### src/rtl/piso_serializer_pkg.sv
// Shared definitions for the PISO serializer: FSM state encodings and
// the bit-counter width helper.
package piso_serializer_pkg;

   localparam logic [1:0] ST_IDLE   = 2'd0;
   localparam logic [1:0] ST_SHIFT  = 2'd1;
   localparam logic [1:0] ST_PARITY = 2'd2;
   localparam logic [1:0] ST_DONE   = 2'd3;

   function automatic int cnt_w(input int width);
      return (width < 2) ? 1 : $clog2(width);
   endfunction

endpackage

### src/rtl/piso_serializer_if.sv
// Load handshake plus serial output bundle between the data register
// (master) and the serializer (slave).
interface piso_serializer_if #(
   parameter int WIDTH = 4
) ();
   logic [WIDTH-1:0] data;
   logic             load_valid;
   logic             load_ready;
   logic             sout;
   logic             sout_valid;
   logic             busy;
   logic             done;

   modport master (
      output data, load_valid,
      input  load_ready, sout, sout_valid, busy, done
   );

   modport slave (
      input  data, load_valid,
      output load_ready, sout, sout_valid, busy, done
   );
endinterface

### src/rtl/piso_serializer_bit_counter.sv
// Frame bit counter: cleared on accept, advances once per shifted bit and
// saturates at WIDTH-1 so it can never roll into a second frame.
module piso_serializer_bit_counter
   import piso_serializer_pkg::*;
#(
   parameter int WIDTH = 4
) (
   input  logic                      clk,
   input  logic                      rst,
   input  logic                      clr_i,
   input  logic                      en_i,
   output logic [cnt_w(WIDTH)-1:0]   cnt_o,
   output logic                      last_o
);
   localparam int               CNT_W    = cnt_w(WIDTH);
   localparam logic [CNT_W-1:0] CNT_LAST = CNT_W'(WIDTH - 1);

   logic [CNT_W-1:0] cnt_q, cnt_d;

   always_comb begin
      cnt_d = cnt_q;
      if (clr_i) begin
         cnt_d = '0;
      end else if (en_i && (cnt_q != CNT_LAST)) begin
         cnt_d = cnt_q + CNT_W'(1);
      end
   end

   always_ff @(posedge clk) begin
      if (rst) begin
         cnt_q <= '0;
      end else begin
         cnt_q <= cnt_d;
      end
   end

   assign cnt_o  = cnt_q;
   assign last_o = (cnt_q == CNT_LAST);
endmodule

### src/rtl/piso_serializer.sv
// Parallel-in/serial-out converter: captures a word on load handshake,
// shifts it out one bit per clock, optional even parity, then a done pulse.
module piso_serializer
   import piso_serializer_pkg::*;
#(
   parameter int WIDTH      = 4,
   parameter int MSB_FIRST  = 1,
   parameter int PARITY_EN  = 0,
   parameter int IDLE_LEVEL = 0
) (
   input  logic               clk,
   input  logic               rst,
   piso_serializer_if.slave   s_if
);
   localparam int   CNT_W    = cnt_w(WIDTH);
   localparam logic IDLE_BIT = IDLE_LEVEL[0];

   logic [1:0]       state_q, state_d;
   logic [WIDTH-1:0] sreg_q, sreg_d;
   logic             par_q, par_d;
   logic             sout_q, sout_d;
   logic             sout_valid_q, sout_valid_d;
   logic             busy_q, busy_d;
   logic             done_q, done_d;
   logic             load_ready_q, load_ready_d;
   logic             cnt_clr, cnt_en, cnt_last;
   logic [CNT_W-1:0] cnt;
   logic             unused_cnt;

   piso_serializer_bit_counter #(.WIDTH(WIDTH)) u_cnt (
      .clk    (clk),
      .rst    (rst),
      .clr_i  (cnt_clr),
      .en_i   (cnt_en),
      .cnt_o  (cnt),
      .last_o (cnt_last)
   );

   assign unused_cnt = ^cnt;

   always_comb begin
      state_d      = state_q;
      sreg_d       = sreg_q;
      par_d        = par_q;
      sout_d       = IDLE_BIT;
      sout_valid_d = 1'b0;
      busy_d       = busy_q;
      done_d       = 1'b0;
      load_ready_d = load_ready_q;
      cnt_clr      = 1'b0;
      cnt_en       = 1'b0;
      case (state_q)
         ST_IDLE: begin
            busy_d       = 1'b0;
            load_ready_d = 1'b1;
            if (s_if.load_valid && load_ready_q) begin
               sreg_d       = s_if.data;
               par_d        = 1'b0;
               sout_d       = (MSB_FIRST != 0) ? s_if.data[WIDTH-1] : s_if.data[0];
               sout_valid_d = 1'b1;
               busy_d       = 1'b1;
               load_ready_d = 1'b0;
               cnt_clr      = 1'b1;
               state_d      = ST_SHIFT;
            end
         end
         ST_SHIFT: begin
            if (cnt_last) begin
               // par_q covers every bit but the one now on sout
               if (PARITY_EN != 0) begin
                  sout_d       = par_q ^ sout_q;
                  sout_valid_d = 1'b1;
                  state_d      = ST_PARITY;
               end else begin
                  done_d  = 1'b1;
                  state_d = ST_DONE;
               end
            end else begin
               sreg_d       = (MSB_FIRST != 0) ? {sreg_q[WIDTH-2:0], 1'b0}
                                               : {1'b0, sreg_q[WIDTH-1:1]};
               sout_d       = (MSB_FIRST != 0) ? sreg_q[WIDTH-2] : sreg_q[1];
               sout_valid_d = 1'b1;
               par_d        = par_q ^ sout_q;
               cnt_en       = 1'b1;
            end
         end
         ST_PARITY: begin
            done_d  = 1'b1;
            state_d = ST_DONE;
         end
         ST_DONE: begin
            busy_d       = 1'b0;
            load_ready_d = 1'b1;
            state_d      = ST_IDLE;
         end
         default: begin
            state_d      = ST_IDLE;
            sreg_d       = '0;
            par_d        = 1'b0;
            busy_d       = 1'b0;
            load_ready_d = 1'b1;
            cnt_clr      = 1'b1;
         end
      endcase
   end

   always_ff @(posedge clk) begin
      if (rst) begin
         state_q      <= ST_IDLE;
         sreg_q       <= '0;
         par_q        <= 1'b0;
         sout_q       <= IDLE_BIT;
         sout_valid_q <= 1'b0;
         busy_q       <= 1'b0;
         done_q       <= 1'b0;
         load_ready_q <= 1'b1;
      end else begin
         state_q      <= state_d;
         sreg_q       <= sreg_d;
         par_q        <= par_d;
         sout_q       <= sout_d;
         sout_valid_q <= sout_valid_d;
         busy_q       <= busy_d;
         done_q       <= done_d;
         load_ready_q <= load_ready_d;
      end
   end

   assign s_if.sout       = sout_q;
   assign s_if.sout_valid = sout_valid_q;
   assign s_if.busy       = busy_q;
   assign s_if.done       = done_q;
   assign s_if.load_ready = load_ready_q;
endmodule

### src/flat_wrapper.sv
// flat-port wrapper written by rule: the top's interface ports become plain ports
module piso_serializer_flat import piso_serializer_pkg::*;
#(
   parameter int WIDTH      = 4,
   parameter int MSB_FIRST  = 1,
   parameter int PARITY_EN  = 0,
   parameter int IDLE_LEVEL = 0
)
  (clk, rst, s_if_data, s_if_load_valid, s_if_load_ready, s_if_sout, s_if_sout_valid, s_if_busy, s_if_done);
  piso_serializer_if #(.WIDTH(WIDTH)) s_if_i ();
  input  logic clk;
  input  logic rst;
  input wire logic [$bits(s_if_i.data)-1:0] s_if_data;
  input wire logic [$bits(s_if_i.load_valid)-1:0] s_if_load_valid;
  output wire logic [$bits(s_if_i.load_ready)-1:0] s_if_load_ready;
  output wire logic [$bits(s_if_i.sout)-1:0] s_if_sout;
  output wire logic [$bits(s_if_i.sout_valid)-1:0] s_if_sout_valid;
  output wire logic [$bits(s_if_i.busy)-1:0] s_if_busy;
  output wire logic [$bits(s_if_i.done)-1:0] s_if_done;
  assign s_if_i.data = s_if_data;
  assign s_if_i.load_valid = s_if_load_valid;
  assign s_if_load_ready = s_if_i.load_ready;
  assign s_if_sout = s_if_i.sout;
  assign s_if_sout_valid = s_if_i.sout_valid;
  assign s_if_busy = s_if_i.busy;
  assign s_if_done = s_if_i.done;
  piso_serializer #(.WIDTH(WIDTH), .MSB_FIRST(MSB_FIRST), .PARITY_EN(PARITY_EN), .IDLE_LEVEL(IDLE_LEVEL)) u_core (.clk(clk), .rst(rst), .s_if(s_if_i));
endmodule
### config.mk
export PLATFORM = sky130hd
export DESIGN_NAME = piso_serializer_flat
export DESIGN_NICKNAME = d
export VERILOG_FILES = /design/src/rtl/piso_serializer_pkg.sv /design/src/rtl/piso_serializer_if.sv /design/src/rtl/piso_serializer_bit_counter.sv /design/src/rtl/piso_serializer.sv /design/src/flat_wrapper.sv
export SDC_FILE = /design/constraint.sdc
export NUM_CORES = 1
export LEC_CHECK = 0
export CORE_ASPECT_RATIO = 0.8
export CORE_MARGIN = 4
export CORE_UTILIZATION = 30
export CTS_BUF_LIST = sky130_fd_sc_hd__clkbuf_4
export DETAILED_ROUTE_END_ITERATION = 12
export PLACE_DENSITY = 0.53
export SLEW_MARGIN = 40
export SYNTH_ARGS = -nofsm -noshare
export SYNTH_HDL_FRONTEND = slang
export SYNTH_SLANG_ARGS = --single-unit
### constraint.sdc
create_clock -name clk -period 2.2 [get_ports clk]
set_input_delay 0.22 -clock clk [delete_from_list [all_inputs] [get_ports clk]]
set_output_delay 0.22 -clock clk [all_outputs]
set_load 0.05 [all_outputs]
==> metrics.md, run 1 <==
| Metric | Value |
|---|---|
| Status | `finished clean` |
| Wirelength per Cell | `approximately 11 µm` |
| Setup CP Type | `reg2reg` |
| Clock sink count | `12` |
| Final Power | `1.040 mW` |
| First drt pass iteration count | `4` |
| Worst VDD drop | `593.9 µV` |
| Drt drc | `0` |
| Register area | `240.2 µm²` |
| Crit path DAT | `1.89 ns` |
| Core region area | `between 0.0015 and 0.002 mm²` |
| Mux contribution to synthesized area | `15.50%` |
| Largest net degree at the start of global routing | `10` |
| Clk root buf | `clkbuf_4` |
| Synth Area in Compound Gates | `5.732%` |
| Final setup margin | `roughly 0.47 ns` |
| Synth warnings | `0` |
| FILL cells | `roughly 190` |
| Fin crit share | `78.74%` |
| CP peak stage delay | `~0.41 ns` |
| Diode count | `0` |
| Vias in the first global route | `406` |
| Synth top area share | `40.76%` |
| Tot GR Track Use | `8.815%` |
| Antenna Nets Post-Route | `0` |
| H-tree level count | `1` |
| CTS Buffer Depth | `2` |
| Setup slack, reg-to-reg | `about 0.47 ns` |
| Relative slew margins | `67.18%` |
| Global route overflow | `0` |
| Setup TNS Final | `0 ns` |
| CP bufs+invs | `1` |
| Cell Area, Synth | `589.3 µm²` |
| CP max-delay cell | `dfxtp_1` |
| Detailed-route vias per instance | `4.475` |
| Fmax | `roughly 580 MHz` |
| DR vias | `about 440` |
| Seq cells post-synth | `12` |
| FP Rows | `14` |
| Power per cell area | `1370 mW/mm²` |
| Hold Buf Count CTS | `0` |
| Nets@finish | `89` |
| Actual slew at the worst max-slew pin | `0.4908 ns` |
| Latest clock arrival within the worst-skew pair | `0.27 ns` |
| Worst R2R End | `u_core.state_q[0]$_SDFFE_PP0P_` |
| Crit-path max FO | `6` |
| Area of the multi-input gates | `337.8 µm²` |
| Starting Density | `roughly a third` |
| Post-synth EDFFs | `0` |
| Chip Height | `between 40 and 50 µm` |
| Cell with the most instances after synthesis | `dfxtp_1` |
| First DRT Iteration DRCs | `13` |
| Hold-critical path depth | `2` |
| CP top delay family | `flip-flops` |
| Die width | `57.55 µm` |
| Share of layout cells above drive strength 1 | `under 10%` |
| Largest family of logic cells by synthesized area | `simple AND/OR/NAND/NOR gates` |
| Hold Crit Class | `reg2reg` |
| Avg Cell Area, Syn | `slightly below 10 µm²` |
| Synth Area in Adders | `12.74%` |
| Synth area leaders | `dfxtp_1, ha_1, mux2i_1` |
| Placer Congestion | `approximately 0.76` |
| Clock Skews | `0.004983 ns` |
| Drt total wl | `1049 µm` |
| CP startpoint kind | `flop` |
| Sequential cell area fraction in the yosys report | `approximately 41%` |
| Simple-Gate Fraction of Synth Area | `21.87%` |
| Synth cell count leaders | `dfxtp_1, nor2_1, ha_1` |
| Unrepaired setup endpoints after global routing | `false` |
| Max-slew violation count | `0` |
| Clock transition at path regs | `about 0.08 ns` |
| CP endpoint kind | `flop` |
| DP Area | `733.2 µm²` |
| CP Launch Point | `u_core.state_q[1]$_SDFFE_PP0P_` |
| FFs w/ async S/R, synth | `0%` |
| Tmin final | `1.732 ns` |
| Setup bufs post-CTS | `0` |
| Final setup viols | `0` |
| Hold slack | `0.4638 ns` |
| Worst Min Path Start | `u_core.s_if.busy$_SDFFE_PP0P_` |
| Launch point of the worst reg-to-reg path | `u_core.state_q[1]$_SDFFE_PP0P_` |
| Hold Path Sink | `u_core.s_if.busy$_SDFFE_PP0P_` |
| CTS tree | `built` |
| IO Port Bufs | `11` |
| # resized after CTS | `0` |
| Syn Inst Count | `60` |
| Max Cap Viol | `0` |
| Die Area | `between 0.002 and 0.003 mm²` |
| Required time worst endpoint | `2.36 ns` |
| Final Hold Viols | `0` |
| Post-synth net total | `73` |
| FF-to-FF path depth | `5` |
| I/O Pins | `12` |
| Yosys cell types | `22` |
| First-pass GRT wire length | `1711 µm` |
| Area growth, synth to finish | `28.87%` |
| DP Worst Slack | `0.4617 ns` |
| Ys flop type | `dfxtp_1` |
| Post-route cell area | `759.5 µm²` |
| Initial antenna violation count | `0` |
| Post-synth top area cell | `dfxtp_1` |
| TritonCTS Buffers | `3` |
| Critical path cell sequence | `inv_1, ha_1, and2b_1, a21oi_1, mux2_1` |
| Post-DP HPWL | `838.3 µm` |
| Post-Synth XOR/XNOR Area | `1.486%` |
| Leakage | `0.3282 nW` |
## worst max-delay path by stage
stage / to / slack, ns / cells after the start
after floorplan: u_core.sreg_q[1]$_SDFFE_PP0P_ / 0.64 / 3
after global placement: u_core.state_q[0]$_SDFFE_PP0P_ / 0.52 / 5
after detailed placement: u_core.state_q[0]$_SDFFE_PP0P_ / 0.46 / 5
after CTS: u_core.state_q[0]$_SDFFE_PP0P_ / 0.46 / 5
after global routing: u_core.state_q[0]$_SDFFE_PP0P_ / 0.36 / 5
final: u_core.state_q[0]$_SDFFE_PP0P_ / 0.47 / 5
## kinds of logic (layout without fill, tap and decap cells)
group | after synthesis | count (layout)
and+or+nand+nor | 25 | 25
DFF | 12 | 12
muxes | 8 | 8
adders and majority gates | 6 | 6
AOI/OAI and AO/OA | 5 | 5
buffers and inverters | 3 | 18
xor gates and xnor gates | 1 | 1
## area by class of cell
type | instances | area share (%)
tap | 24 | 3.954
timing repair buffer | 12 | 15.49
inverter | 2 | 0.9885
clock inverter | 1 | 0.4942
clock buffer | 3 | 2.965
multi-input combinational | 45 | 44.48
sequential | 12 | 31.63
## registers in the layout, summed over array words and instances, names as in the netlist
register                cells
u_core.sreg_q               3
u_core.u_cnt.cnt_o          2
u_core.s_if.busy            1
u_core.s_if.sout_valid      1
u_core.state_q              2
u_core.s_if.done            1
u_core.s_if.sout            1
u_core.s_if.load_ready      1
## layer usage
| layer | wire length [µm] | vias to the layer above | global-route usage [%] |
|---|---|---|---|
| li1 | - | 234 | - |
| met1 | 503 | 190 | 10.38 |
| met2 | 427 | 17 | 12.16 |
| met3 | 107 | 2 | 5.391 |
| met4 | 10 | 0 | 5.556 |
| met5 | 0 | - | 0 |
## tightest hold or removal path, stage by stage (launching register included)
cell     delay, ns
dfxtp_1       0.31
nand2_1       0.06
a21oi_1       0.05
## stage by stage
stage | utilization (%) | std cells
3_3_place_gp | 39.12 | 95
5_1_grt | 40.52 | 99
3_5_place_dp | 39.12 | 95
6_report | 40.52 | 99
4_1_cts | 40.52 | 99
2_1_floorplan | - | 60
## report_power, final
group          switching (mW)  internal, mW
clock                  0.0736        0.0657
sequential             0.0553         0.298
combinational           0.302         0.246
total                   0.431         0.610
## placed cells by master, fill, tap and decap left out, drive strengths merged
master         instances
and2                   1
clkinv                 1
nor3                   3
buf                    1
a21oi                  2
a211o                  1
a21o                   1
nand2                  2
clkbuf                 3
ha                     6
xnor2                  1
or3b                   1
nor2b                  2
inv                    2
a22oi                  1
and3                   1
mux2                   3
mux2i                  5
nand2b                 4
nor2                   9
and2b                  1
or3                    1
clkdlybuf4s50         11
dfxtp                 12
Note: power is estimated with default switching activity, not from simulation.
==> run 2: changes to the inputs <==
==> constraint.sdc (replaced) <==
create_clock -name clk -period 1.6 [get_ports clk]
set_input_delay 0.16 -clock clk [delete_from_list [all_inputs] [get_ports clk]]
set_output_delay 0.16 -clock clk [all_outputs]
set_load 0.05 [all_outputs]
==> metrics.md, run 2 (same netlist as run 1, synthesis figures left out) <==
| Metric | Value |
|---|---|
| Unrepaired setup endpoints after global routing | `false` |
| DP Worst Slack | `0.07120 ns (-0.3904 ns)` |
| Nets@finish | `95 (+6.7%)` |
| Die Area | `0.002742 mm² (unchanged)` |
| Max Cap Viol | `0 (unchanged)` |
| Starting Density | `31.44% (unchanged)` |
| Initial antenna violation count | `0 (unchanged)` |
| DR vias | `466 (+5.2%)` |
| TritonCTS Buffers | `3 (unchanged)` |
| FP Rows | `14 (unchanged)` |
| Final Core Density | `42.59% (+2.1 points)` |
| Leakage | `0.3630 nW (+11%)` |
| Global route overflow | `0 (unchanged)` |
| Diode count | `0 (unchanged)` |
| CP max-delay cell | `clkdlybuf4s50_1` |
| First-pass GRT wire length | `1794 µm (+4.9%)` |
| Hold Buf Count CTS | `0 (unchanged)` |
| IO Port Bufs | `11 (unchanged)` |
| # resized after CTS | `0 (unchanged)` |
| Fin crit share | `95.83%` |
| Crit path DAT | `1.37 ns (-0.52 ns)` |
| FILL cells | `189 (+1.1%)` |
| Clock sink count | `12 (unchanged)` |
| First drt pass iteration count | `4 (unchanged)` |
| CTS tree | `built` |
| Setup TNS Final | `0 ns (unchanged)` |
| Power per cell area | `1934 mW/mm² (+41%)` |
| Wirelength per Cell | `10.62 µm (+0.22%)` |
| Max-slew violation count | `0 (unchanged)` |
| Tot GR Track Use | `9.282% (+0.47 points)` |
| Final setup margin | `0.06664 ns (-0.4011 ns)` |
| Worst VDD drop | `787.1 µV (+33%)` |
| Relative slew margins | `67.20% (about the same)` |
| Chip Height | `47.64 µm (unchanged)` |
| H-tree level count | `1 (unchanged)` |
| Share of layout cells above drive strength 1 | `23.46% (+14 points)` |
| CP peak stage delay | `0.79 ns (+0.38 ns)` |
| First DRT Iteration DRCs | `4 (-9)` |
| Core region area | `0.001874 mm² (unchanged)` |
| Post-DP HPWL | `856.7 µm (+2.2%)` |
| Setup bufs post-CTS | `0 (unchanged)` |
| Placer Congestion | `0.7078 (-7.3%)` |
| Antenna Nets Post-Route | `0 (unchanged)` |
| Drt total wl | `1115 µm (+6.3%)` |
| Inst Count DP | `101 (+6.3%)` |
| Latest clock arrival within the worst-skew pair | `0.27 ns (about the same)` |
| Required time worst endpoint | `1.44 ns (-0.92 ns)` |
| Final Power | `1.544 mW (+48%)` |
| Largest net degree at the start of global routing | `10 (unchanged)` |
| Status | `finished clean` |
| Final Hold Viols | `0 (unchanged)` |
| Clock transition at path regs | `0.08 ns (about the same)` |
| Most flop-heavy register | `u_core.sreg_q` |
| Final setup viols | `0 (unchanged)` |
| Finished Layout Cells | `105 (+6.1%)` |
| Largest register FFs | `3 (unchanged)` |
| CTS Buffer Depth | `2 (unchanged)` |
| CP startpoint kind | `flop` |
| Setup CP Type | `reg2out` |
| Clk root buf | `clkbuf_4` |
| CP bufs+invs | `1 (unchanged)` |
| Hold Crit Class | `reg2reg` |
| Actual slew at the worst max-slew pin | `0.4904 ns (-0.0004081 ns)` |
| Fmax | `652.2 MHz` |
| CP endpoint kind | `primary output` |
| Vias in the first global route | `418 (+3.0%)` |
| Die width | `57.55 µm (unchanged)` |
| Area growth, synth to finish | `35.46%` |
| Tmin final | `1.533 ns` |
| I/O Pins | `12 (unchanged)` |
| Critical path cell sequence | `clkdlybuf4s50_1` |
| Crit-path max FO | `1 (-5)` |
| Highest-count cells in the layout ignoring fill and taps | `buf_4, dfxtp_1, nor2_1` |
| Clock Skews | `0.003211 ns (-0.001772 ns)` |
| CP top delay family | `buffers and inverters` |
| Detailed-route vias per instance | `4.438 (-0.82%)` |
| Drt drc | `0 (unchanged)` |
## run 2: changes by cell type in the layout (fill, tap and decap cells not counted)
cell	before	now
ha_2	0	1
dfxtp_2	0	1
dfxtp_1	12	11
buf_4	1	11
ha_1	6	5
clkdlybuf4s50_1	11	7
## run 2: power breakdown
part           switching (mW)  internal, mW  leakage, nW
Clock                   0.105        0.0903       0.0154
Sequential             0.0605         0.412       0.0987
Combinational           0.452         0.424        0.249
## run 2: metal layers
| metal | up-vias | wire length [µm] | GRT usage, % |
|---|---|---|---|
| li1 | 244 | - | - |
| met5 | - | 0 | 0 |
| met4 | 0 | 16 | 5.556 |
| met2 | 16 | 443 | 14.41 |
| met3 | 2 | 108 | 5.121 |
| met1 | 204 | 546 | 10.22 |
## run 2: path summary, 6_finish.rpt
check / from / end / slack (ns) / cells after the start
hold / removal: u_core.s_if.busy$_SDFFE_PP0P_ / u_core.s_if.busy$_SDFFE_PP0P_ / 0.46 / 2
setup reg to reg: u_core.state_q[1]$_SDFFE_PP0P_ / u_core.sreg_q[1]$_SDFFE_PP0P_ / 0.08 / 5
hold reg to reg: u_core.s_if.busy$_SDFFE_PP0P_ / u_core.s_if.busy$_SDFFE_PP0P_ / 0.46 / 2
setup / recovery: u_core.s_if.sout$_SDFF_PP0_ / s_if_sout / 0.07 / 1
## run 2: layout make-up
| class | count | area (µm²) | share of cell area, % |
|---|---|---|---|
| clock buffers | 3 | 22.52 | 2.821 |
| clock inverters | 1 | 3.754 | 0.4702 |
| inverters | 2 | 7.507 | 0.9404 |
| multi-input cells | 45 | 340.3 | 42.63 |
| flip-flops and latches | 12 | 241.5 | 30.25 |
| well taps | 24 | 30.03 | 3.762 |
| repair buffers | 18 | 152.6 | 19.12 |
## run 2: metrics by stage
stage / hold slack, ns / area, µm²
6_report: 0.4588 / 798.3
5_1_grt: 0.4942 / 798.3
4_1_cts: 0.4642 / 794.5
3_5_place_dp: 0.4515 / 768.2
3_3_place_gp: 0.4477 / 768.2
2_1_floorplan: 0.3403 / 589.3
==> run 3: changes to the inputs <==
--- a/config.mk
+++ b/config.mk
@@ -11,7 +11,10 @@
 export CTS_BUF_LIST = sky130_fd_sc_hd__clkbuf_4
 export DETAILED_ROUTE_END_ITERATION = 12
 export PLACE_DENSITY = 0.53
+export SETUP_SLACK_MARGIN = 0.4
+export SKIP_LAST_GASP = 1
 export SLEW_MARGIN = 40
 export SYNTH_ARGS = -nofsm -noshare
 export SYNTH_HDL_FRONTEND = slang
 export SYNTH_SLANG_ARGS = --single-unit
+export TNS_END_PERCENT = 20
==> metrics.md, run 3 (same netlist as run 1, synthesis figures left out) <==
| Metric | Value |
|---|---|
| Relative slew margins | `67.86% (+0.66 points)` |
| Required time worst endpoint | `1.77 ns (+0.33 ns)` |
| Setup crit end | `u_core.sreg_q[1]$_SDFFE_PP0P_` |
| Finished Layout Cells | `105 (unchanged)` |
| Tmin final | `1.390 ns (-0.1434 ns)` |
| Max-slew violation count | `0 (unchanged)` |
| Hold Buf Count CTS | `0 (unchanged)` |
| Worst VDD drop | `907.6 µV (+15%)` |
| Crit path DAT | `1.56 ns (+0.19 ns)` |
| FF-to-FF path depth | `5 (unchanged)` |
| Share of layout cells above drive strength 1 | `35.80% (+12 points)` |
| Leakage | `0.3699 nW (+1.9%)` |
| Die width | `57.55 µm (unchanged)` |
| Die Area | `0.002742 mm² (unchanged)` |
| Detailed-route vias per instance | `4.352 (-1.9%)` |
| Tot GR Track Use | `8.889% (-0.39 points)` |
| CP endpoint kind | `flop` |
| Power per cell area | `1941 mW/mm² (+0.36%)` |
| FP Rows | `14 (unchanged)` |
| Most flop-heavy register | `u_core.sreg_q` |
| Clock transition at path regs | `0.08 ns (about the same)` |
| Clock sink count | `12 (unchanged)` |
| Latest clock arrival within the worst-skew pair | `0.27 ns (about the same)` |
| First-pass GRT wire length | `1821 µm (+1.5%)` |
| Nets@finish | `95 (unchanged)` |
| Vias in the first global route | `445 (+6.5%)` |
| Largest net degree at the start of global routing | `10 (unchanged)` |
| Final Hold Viols | `0 (unchanged)` |
| Area growth, synth to finish | `45.01%` |
| Hold-critical path depth | `2 (unchanged)` |
| First DRT Iteration DRCs | `2 (-2)` |
| Launch point of the worst reg-to-reg path | `u_core.state_q[1]$_SDFFE_PP0P_` |
| Starting Density | `31.44% (unchanged)` |
| Chip Height | `47.64 µm (unchanged)` |
| Max Cap Viol | `0 (unchanged)` |
| Final setup viols | `0 (unchanged)` |
| Actual slew at the worst max-slew pin | `0.4840 ns (-0.006402 ns)` |
| Placer Congestion | `0.6498 (-8.2%)` |
| Setup TNS Final | `0 ns (unchanged)` |
| Unrepaired setup endpoints after global routing | `true` |
| Clock Skews | `0.0008221 ns (-0.002389 ns)` |
| Status | `finished clean` |
| Initial antenna violation count | `0 (unchanged)` |
| CTS tree | `built` |
| Diode count | `0 (unchanged)` |
| TritonCTS Buffers | `3 (unchanged)` |
| Fmax | `719.4 MHz (+10%)` |
| I/O Pins | `12 (unchanged)` |
| CTS Buffer Depth | `2 (unchanged)` |
| Most common cell after layout, fill and taps aside | `buf_4` |
| H-tree level count | `1 (unchanged)` |
| Drt drc | `0 (unchanged)` |
| Antenna Nets Post-Route | `0 (unchanged)` |
| Clk root buf | `clkbuf_4` |
| Core region area | `0.001874 mm² (unchanged)` |
| Inst Count DP | `98 (-3.0%)` |
| Crit-path max FO | `4 (+3)` |
| IO Port Bufs | `11 (unchanged)` |
| Fin crit share | `86.87% (-9.0 points)` |
| Wirelength per Cell | `10.25 µm (-3.5%)` |
| Worst Min Path Start | `u_core.s_if.busy$_SDFFE_PP0P_` |
| Final Core Density | `45.59% (+3.0 points)` |
| Global route overflow | `0 (unchanged)` |
| Final setup margin | `0.2100 ns (+0.1434 ns)` |
| Drt total wl | `1076 µm (-3.5%)` |
| Setup slack, reg-to-reg | `0.21 ns (+0.13 ns)` |
| CP startpoint kind | `flop` |
| Highest-count cells in the layout ignoring fill and taps | `buf_4, nor2_1, dfxtp_1` |
| DP Worst Slack | `0.05824 ns (-0.01296 ns)` |
| Post-DP HPWL | `828.7 µm (-3.3%)` |
| DR vias | `457 (-1.9%)` |
| Hold Crit Class | `reg2reg` |
| Setup CP Type | `reg2reg` |
| First drt pass iteration count | `3 (-1)` |
| Largest register FFs | `3 (unchanged)` |
| CP Launch Point | `u_core.state_q[1]$_SDFFE_PP0P_` |
| Worst R2R End | `u_core.sreg_q[1]$_SDFFE_PP0P_` |
==> run 3: worst min path at each step <==
stage	to	slack [ns]
final	u_core.s_if.busy$_SDFFE_PP0P_	0.46
after global routing	u_core.sreg_q[0]$_SDFFE_PP0P_	0.51
after CTS	u_core.s_if.busy$_SDFFE_PP0P_	0.47
after detailed placement	u_core.s_if.busy$_SDFFE_PP0P_	0.45
after global placement	u_core.s_if.busy$_SDFFE_PP0P_	0.45
after floorplan	u_core.state_q[1]$_SDFFE_PP0P_	0.33
==> run 3: critical path, cell delays in order (launching register included) <==
cell and delay [ns]:
dfxtp_4 0.36, inv_4 0.04, ha_4 0.16, and2_4 0.14, a211o_4 0.29, mux2_4 0.30
==> run 3: metal layers <==
layer	GRT usage [%]	wire length (µm)	vias to the layer above
li1	-	-	243
met1	9.791	507	203
met2	14.86	486	11
met3	5.121	83	0
met4	2.778	0	0
met5	0	0	-
==> run 3: report_power, final <==
part	total, mW	internal, mW	switching, mW
registers	0.507	0.429	0.0780
clock network	0.193	0.0903	0.102
logic	0.959	0.479	0.480
total	1.66	0.998	0.661
==> run 3: area by class of cell <==
type,instances,area (µm²)
clock inverters,1,3.754
inverters,2,12.51
clock buffers,3,22.52
well taps,24,30.03
multi-input cells,45,380.4
repair buffers,18,155.1
flip-flops and latches,12,250.2
fillers,185,1020
==> run 3: repair_timing <==
item,CTS,global route
pin swaps,3,0
cloned,0,0
setup endpoints to repair,13,11
setup buffers,3,0
resized for setup,14,0
==> run 3: per-stage QoR <==
| stage | power [mW] | instance area, µm² | hold slack (ns) |
|---|---|---|---|
| 2_1_floorplan | 1.114 | 611.8 | 0.3327 |
| 3_3_place_gp | 1.341 | 770.7 | 0.4507 |
| 3_5_place_dp | 1.347 | 770.7 | 0.4548 |
| 4_1_cts | 1.670 | 854.6 | 0.4669 |
| 5_1_grt | 1.788 | 854.6 | 0.5068 |
| 6_report | 1.659 | 854.6 | 0.4601 |
==> RTL change 1: new RTL, config.mk and constraints of run 3 <==
`WIDTH` is set to 4 in 4 places; all go to 6.
--- a/src/rtl/piso_serializer_if.sv
+++ b/src/rtl/piso_serializer_if.sv
@@ -1,7 +1,7 @@
 // Load handshake plus serial output bundle between the data register
 // (master) and the serializer (slave).
 interface piso_serializer_if #(
-   parameter int WIDTH = 4
+   parameter int WIDTH = 6
 ) ();
    logic [WIDTH-1:0] data;
    logic             load_valid;
--- a/src/rtl/piso_serializer_bit_counter.sv
+++ b/src/rtl/piso_serializer_bit_counter.sv
@@ -3,7 +3,7 @@
 module piso_serializer_bit_counter
    import piso_serializer_pkg::*;
 #(
-   parameter int WIDTH = 4
+   parameter int WIDTH = 6
 ) (
    input  logic                      clk,
    input  logic                      rst,
--- a/src/rtl/piso_serializer.sv
+++ b/src/rtl/piso_serializer.sv
@@ -3,7 +3,7 @@
 module piso_serializer
    import piso_serializer_pkg::*;
 #(
-   parameter int WIDTH      = 4,
+   parameter int WIDTH      = 6,
    parameter int MSB_FIRST  = 1,
    parameter int PARITY_EN  = 0,
    parameter int IDLE_LEVEL = 0
--- a/src/flat_wrapper.sv
+++ b/src/flat_wrapper.sv
@@ -1,7 +1,7 @@
 // flat-port wrapper written by rule: the top's interface ports become plain ports
 module piso_serializer_flat import piso_serializer_pkg::*;
 #(
-   parameter int WIDTH      = 4,
+   parameter int WIDTH      = 6,
    parameter int MSB_FIRST  = 1,
    parameter int PARITY_EN  = 0,
    parameter int IDLE_LEVEL = 0
Interface: changed (resized s_if_data); port bits go from 12 to 14. The function was not compared with the original's and may differ.
==> RTL change 1 against run 3 <==
  * Wire length rose by 51%
  * Setup slack improved by 0.026 ns
  * Global-route usage rose by 1.9 points
  * Critical path depth fell by 1
  * Power rose by 20%
  * Area after synthesis rose by 25%
  * Sequential cell count rose by 3
  * Design area rose by 22%
  * Maximum frequency rose by 1.9%
  * Synthesized cell count rose by 27%
  * Critical path type unchanged
==> RTL change 1: results (changes against run 3) <==
DR WL/cell: 13.1 microns (+28%)
Post-Synthesis Cells: 76 (+27%)
NetSw: 0.799 mW (+21%)
async set-reset flop share out of synthesis: 0% (unchanged)
Critical Path AT: 1.51 ns (-0.05 ns)
Distinct cells, synth: 34 (+55%)
Largest Register: u_core.sreg_q
vias in the first global route: 602 (+35%)
most area-consuming cells after synthesis: dfxtp_1, ha_1, a221oi_1, inv_1, o22ai_1
share of cells above drive strength 1: 35.4% (-0.45 points)
Clock Skews: 0.00151 ns (+0.000691 ns)
dpl cells: 113 (+15%)
Final GP Congestion: 0.724 (+11%)
worst r2r src: u_core.state_q[0]$_SDFFE_PP0P_
Port Buf Inserts: 13 (+2)
status: complete, no violations
placed instance area: 931 sq um (+21%)
Clock Path Buffers: 2 (unchanged)
CP Max Fanout: 7 (+3)
Main synth FF type: dfxtp_1
register area share after synthesis: 40.7% (-0.086 points)
vias: 623 (+36%)
Detailed Route Iter0 Violations: 10 (+8)
GRT Util Overall: 10.8% (+1.9 points)
most frequent cells after synthesis: dfxtp_1, inv_1, ha_1
Detail Placement HPWL: 1.17 mm (+41%)
Placement Setup Slack: 0.137 ns (+0.0783 ns)
first-pass GRT wire length: 2.72 mm (+49%)
Slew @ Worst Pin: 0.426 ns (-0.0581 ns)
H-tree levels: 1 (unchanged)
initial antenna violation count: 0 (unchanged)
Crit Path Category: reg -> reg
final net count: 116 (+22%)
diode count: 0 (unchanged)
CTS Root Buffer Type: clkbuf_4
worst-skew pair later-pin latency: 0.28 ns
CTS Buf Count: 3 (unchanged)
Syn Nets: 92 (+26%)
Ys Warns: 0 (unchanged)
vias per cell: 5.02 (+15%)
Hold WC Path Type: reg -> reg
worst min-delay path startpoint: u_core.sreg_q[1]$_SDFFE_PP0P_
largest net degree at the start of global routing: 12 (+2)
worst vdd ir: 0.715 mV (-21%)
max FFs per register: 5 (+2)
leak pwr: 0.418 nW (+13%)
Clock Pin Slew Worst Setup and Hold Paths: 0.09 ns
drt pass-1 iters: 4 (+1)
-- RTL change 1: changes by cell type in the layout (fill, tap and decap cells not counted), moves of 3 or more --
| cell | delta |
|---|---|
| inv_1 | +7 |
| mux2i_1 | -5 |
| nor2_1 | -5 |
| dfxtp_1 | +4 |
| o22ai_1 | +4 |
| a221oi_1 | +3 |
| buf_4 | +3 |
| nand2b_1 | -3 |
-- RTL change 1: worst paths after layout --
check | cells after the start | end | slack, ns
max | 4 | u_core.sreg_q[3]$_SDFFE_PP0P_ | 0.24
min | 2 | u_core.sreg_q[1]$_SDFFE_PP0P_ | 0.48
max reg2reg | 4 | u_core.sreg_q[3]$_SDFFE_PP0P_ | 0.24
min reg2reg | 2 | u_core.sreg_q[1]$_SDFFE_PP0P_ | 0.48
-- RTL change 1: worst max-delay path, cell delays in order, from the launching register on --
cell and delay [ns]:
dfxtp_4 0.37, buf_4 0.14, ha_4 0.18, o211ai_1 0.39, a221oi_1 0.16
-- RTL change 1: repair_timing --
action,in CTS,in global routing
setup buffers,7,0
endpoints found under the setup margin,9,14
pin swaps,5,1
endpoints found under the hold margin,0,0
resized for setup,4,1
-- RTL change 1: cell type report --
type                    count  area, sq um
inverters                  10         42.5
clock buffers               4         30.0
fillers                   229         1210
well taps                  25         31.3
flip-flops and latches     15          309
repair buffers             21          178
multi-input cells          49          449
-- RTL change 1: power by group through the flow --
stage          clock network, mW  logic [mW]  registers [mW]
2_1_floorplan                  0       0.662           0.725
3_3_place_gp                   0       0.976           0.617
3_5_place_dp                   0       0.977           0.619
4_1_cts                    0.250        1.14           0.601
5_1_grt                    0.270        1.26           0.615
6_report                   0.239        1.15           0.602
-- RTL change 1: logic make-up (layout without fill, tap and decap cells) --
logic type	Yosys count	after routing	share of synthesized area (%)
AO/OA/AOI/OAI	24	24	27.1
adder cells (fa/ha/maj)	7	7	11.9
buffers and inverters	12	35	6.10
XOR/XNOR	1	1	1.19
AND/OR/NAND/NOR	17	17	13.1
flip-flops	15	15	40.7
-- RTL change 1: layer usage --
layer  track usage [%]  share of wire, %
met5                 0                 0
met4              2.15              0.74
met3              5.36               4.7
met2              18.4                48
met1              12.4                47
==> RTL change 2: new RTL, flow settings as in run 3 <==
Without the edit above. Make the reset (`rst`) asynchronous in 2 clocked blocks.
--- a/src/rtl/piso_serializer_bit_counter.sv
+++ b/src/rtl/piso_serializer_bit_counter.sv
@@ -26,7 +26,7 @@
       end
    end
 
-   always_ff @(posedge clk) begin
+   always_ff @(posedge clk or posedge rst) begin
       if (rst) begin
          cnt_q <= '0;
       end else begin
--- a/src/rtl/piso_serializer.sv
+++ b/src/rtl/piso_serializer.sv
@@ -104,7 +104,7 @@
       endcase
    end
 
-   always_ff @(posedge clk) begin
+   always_ff @(posedge clk or posedge rst) begin
       if (rst) begin
          state_q      <= ST_IDLE;
          sreg_q       <= '0;
Check against the original RTL: differs if rst is asserted again (counterexample within 4 cycles, from zero or initial values and one cycle with rst high); with rst held inactive, the same outputs for 10 cycles.
==> RTL change 2 against run 3 <==
  * Wire length decreased by 2.0%
  * Sequential cell count unchanged
  * Clock power increased by 6%
  * Power increased by 20%
  * Design area increased by 0.29%
  * Global-route usage increased by 0.92 points
  * Area after synthesis increased by 2.8%
  * Setup slack got worse by 0.12 ns
==> RTL change 2: results (changes against run 3) <==
status: complete, no violations
CTS Root Buffer Type: clkbuf_4
most area-consuming cells after synthesis: dfrtp_1, ha_1, mux2_2, dfstp_2, a211oi_4
CTS Buf Count: 3 (unchanged)
largest net degree at the start of global routing: 13 (+3)
Detailed Route Iter0 Violations: 0 (-2)
final net count: 80 (-16%)
CP Max Fanout: 3 (-1)
Clock Skews: 0.00470 ns (+0.00387 ns)
leak pwr: 0.414 nW (+12%)
Detail Placement HPWL: 775 microns (-6.5%)
Synth top area share: 45.5% (+4.7 points)
vias in the first global route: 457 (+2.7%)
drt pass-1 iters: 1 (-2)
max FFs per register: 3 (unchanged)
Clock Pin Slew Worst Setup and Hold Paths: 0.07 ns
dpl cells: 83 (-15%)
register area share after synthesis: 49.8% (+9.0 points)
Non-Filler Instances: 90 (-14%)
worst-skew pair later-pin latency: 0.26 ns
Ys Warns: 0 (unchanged)
placed instance area: 779 sq um (+1.1%)
most frequent cells after synthesis: dfrtp_1, ha_1, mux2_2
Slew @ Worst Pin: 0.442 ns (-0.0419 ns)
# fillers: 188 (+1.6%)
DR WL/cell: 11.7 microns (+14%)
GRT Util Overall: 9.81% (+0.92 points)
Hold WC Path Type: in -> async
share of cells above drive strength 1: 50.0% (+14 points)
H-tree levels: 1 (unchanged)
Syn Nets: 60 (-18%)
async set-reset flop share out of synthesis: 100% (+100 points)
Critical Path AT: 1.66 ns (+0.10 ns)
diode count: 0 (unchanged)
Placement Setup Slack: 0.00773 ns (-0.0505 ns)
worst vdd ir: 0.963 mV (+6.1%)
first-pass GRT wire length: 1.97 mm (+8.3%)
vias per cell: 4.30 (-1.2%)
hold slack: 0.196 ns (-0.264 ns)
Distinct cells, synth: 21 (-4.5%)
Avg Cell Area, Syn: 12.9 sq um (+31%)
Final GP Congestion: 0.655 (+0.80%)
-- RTL change 2: cell count changes in the layout (fill, tap and decap cells not counted), moves of 3 or more --
cell      delta
mux2_2       +3
nor2_1       -7
mux2i_1      -3
dfrtp_1     +10
dfxtp_1      -8
nand2b_1     -4
-- RTL change 2: cell families (layout without fill, tap and decap cells) --
kind of cell    count (synthesis)  count (layout)  synth area share [%]
compound gates                  6               6                  9.50
xor+xnor                        1               1                  1.45
fa+ha+maj                       6               6                  12.4
buf+inv                         4              23                  2.48
flops                          12              12                  49.8
mux                             8               8                  14.5
simple gates                   10              10                  9.92
-- RTL change 2: final cells by class --
class | count | area [sq um] | share of cell area, %
tap | 24 | 30.0 | 3.50
sequential | 12 | 307 | 35.8
clock buffer | 4 | 30.0 | 3.50
multi-input combinational | 31 | 335 | 39.1
inverter | 4 | 15.0 | 1.75
timing repair buffer | 15 | 140 | 16.4
-- RTL change 2: critical path: stages, from the launching register on --
cell	delay [ns]
dfrtp_2	0.44
inv_2	0.09
ha_4	0.16
nor2_2	0.05
a211oi_4	0.31
mux2_4	0.33
-- RTL change 2: what timing repair did --
item | CTS | global route
buffers inserted | 3 | 0
pin swaps | 3 | 0
setup endpoints to repair | 12 | 12
gates resized for setup | 8 | 0
-- RTL change 2: routing by layer --
metal	GRT usage [%]	share of wire, %	up-vias
li1	-	-	194
met1	11.2	52	181
met2	15.8	42	12
met3	6.08	6.2	0
met4	2.78	0	0
met5	0	0	-
-- RTL change 2: final timing paths --
path | from | endpoint | depth (start not counted)
worst max-delay path | u_core.state_q[0]$_DFFE_PP0P_ | u_core.sreg_q[1]$_DFFE_PP0P_ | 5
worst min-delay path | rst | u_core.state_q[1]$_DFFE_PP0P_ | 2
worst max register to register | u_core.state_q[0]$_DFFE_PP0P_ | u_core.sreg_q[1]$_DFFE_PP0P_ | 5
worst min register to register | u_core.s_if.busy$_DFFE_PP0P_ | u_core.s_if.busy$_DFFE_PP0P_ | 1
max in group asynchronous | rst | u_core.s_if.load_ready$_DFFE_PP1P_ | 2
min in group clk | u_core.s_if.busy$_DFFE_PP0P_ | u_core.s_if.busy$_DFFE_PP0P_ | 1
-- RTL change 2: power by group --
| part | internal [mW] | switching (mW) |
|---|---|---|
| Clock | 0.113 | 0.0907 |
| Combinational | 0.632 | 0.596 |
| Sequential | 0.474 | 0.0919 |
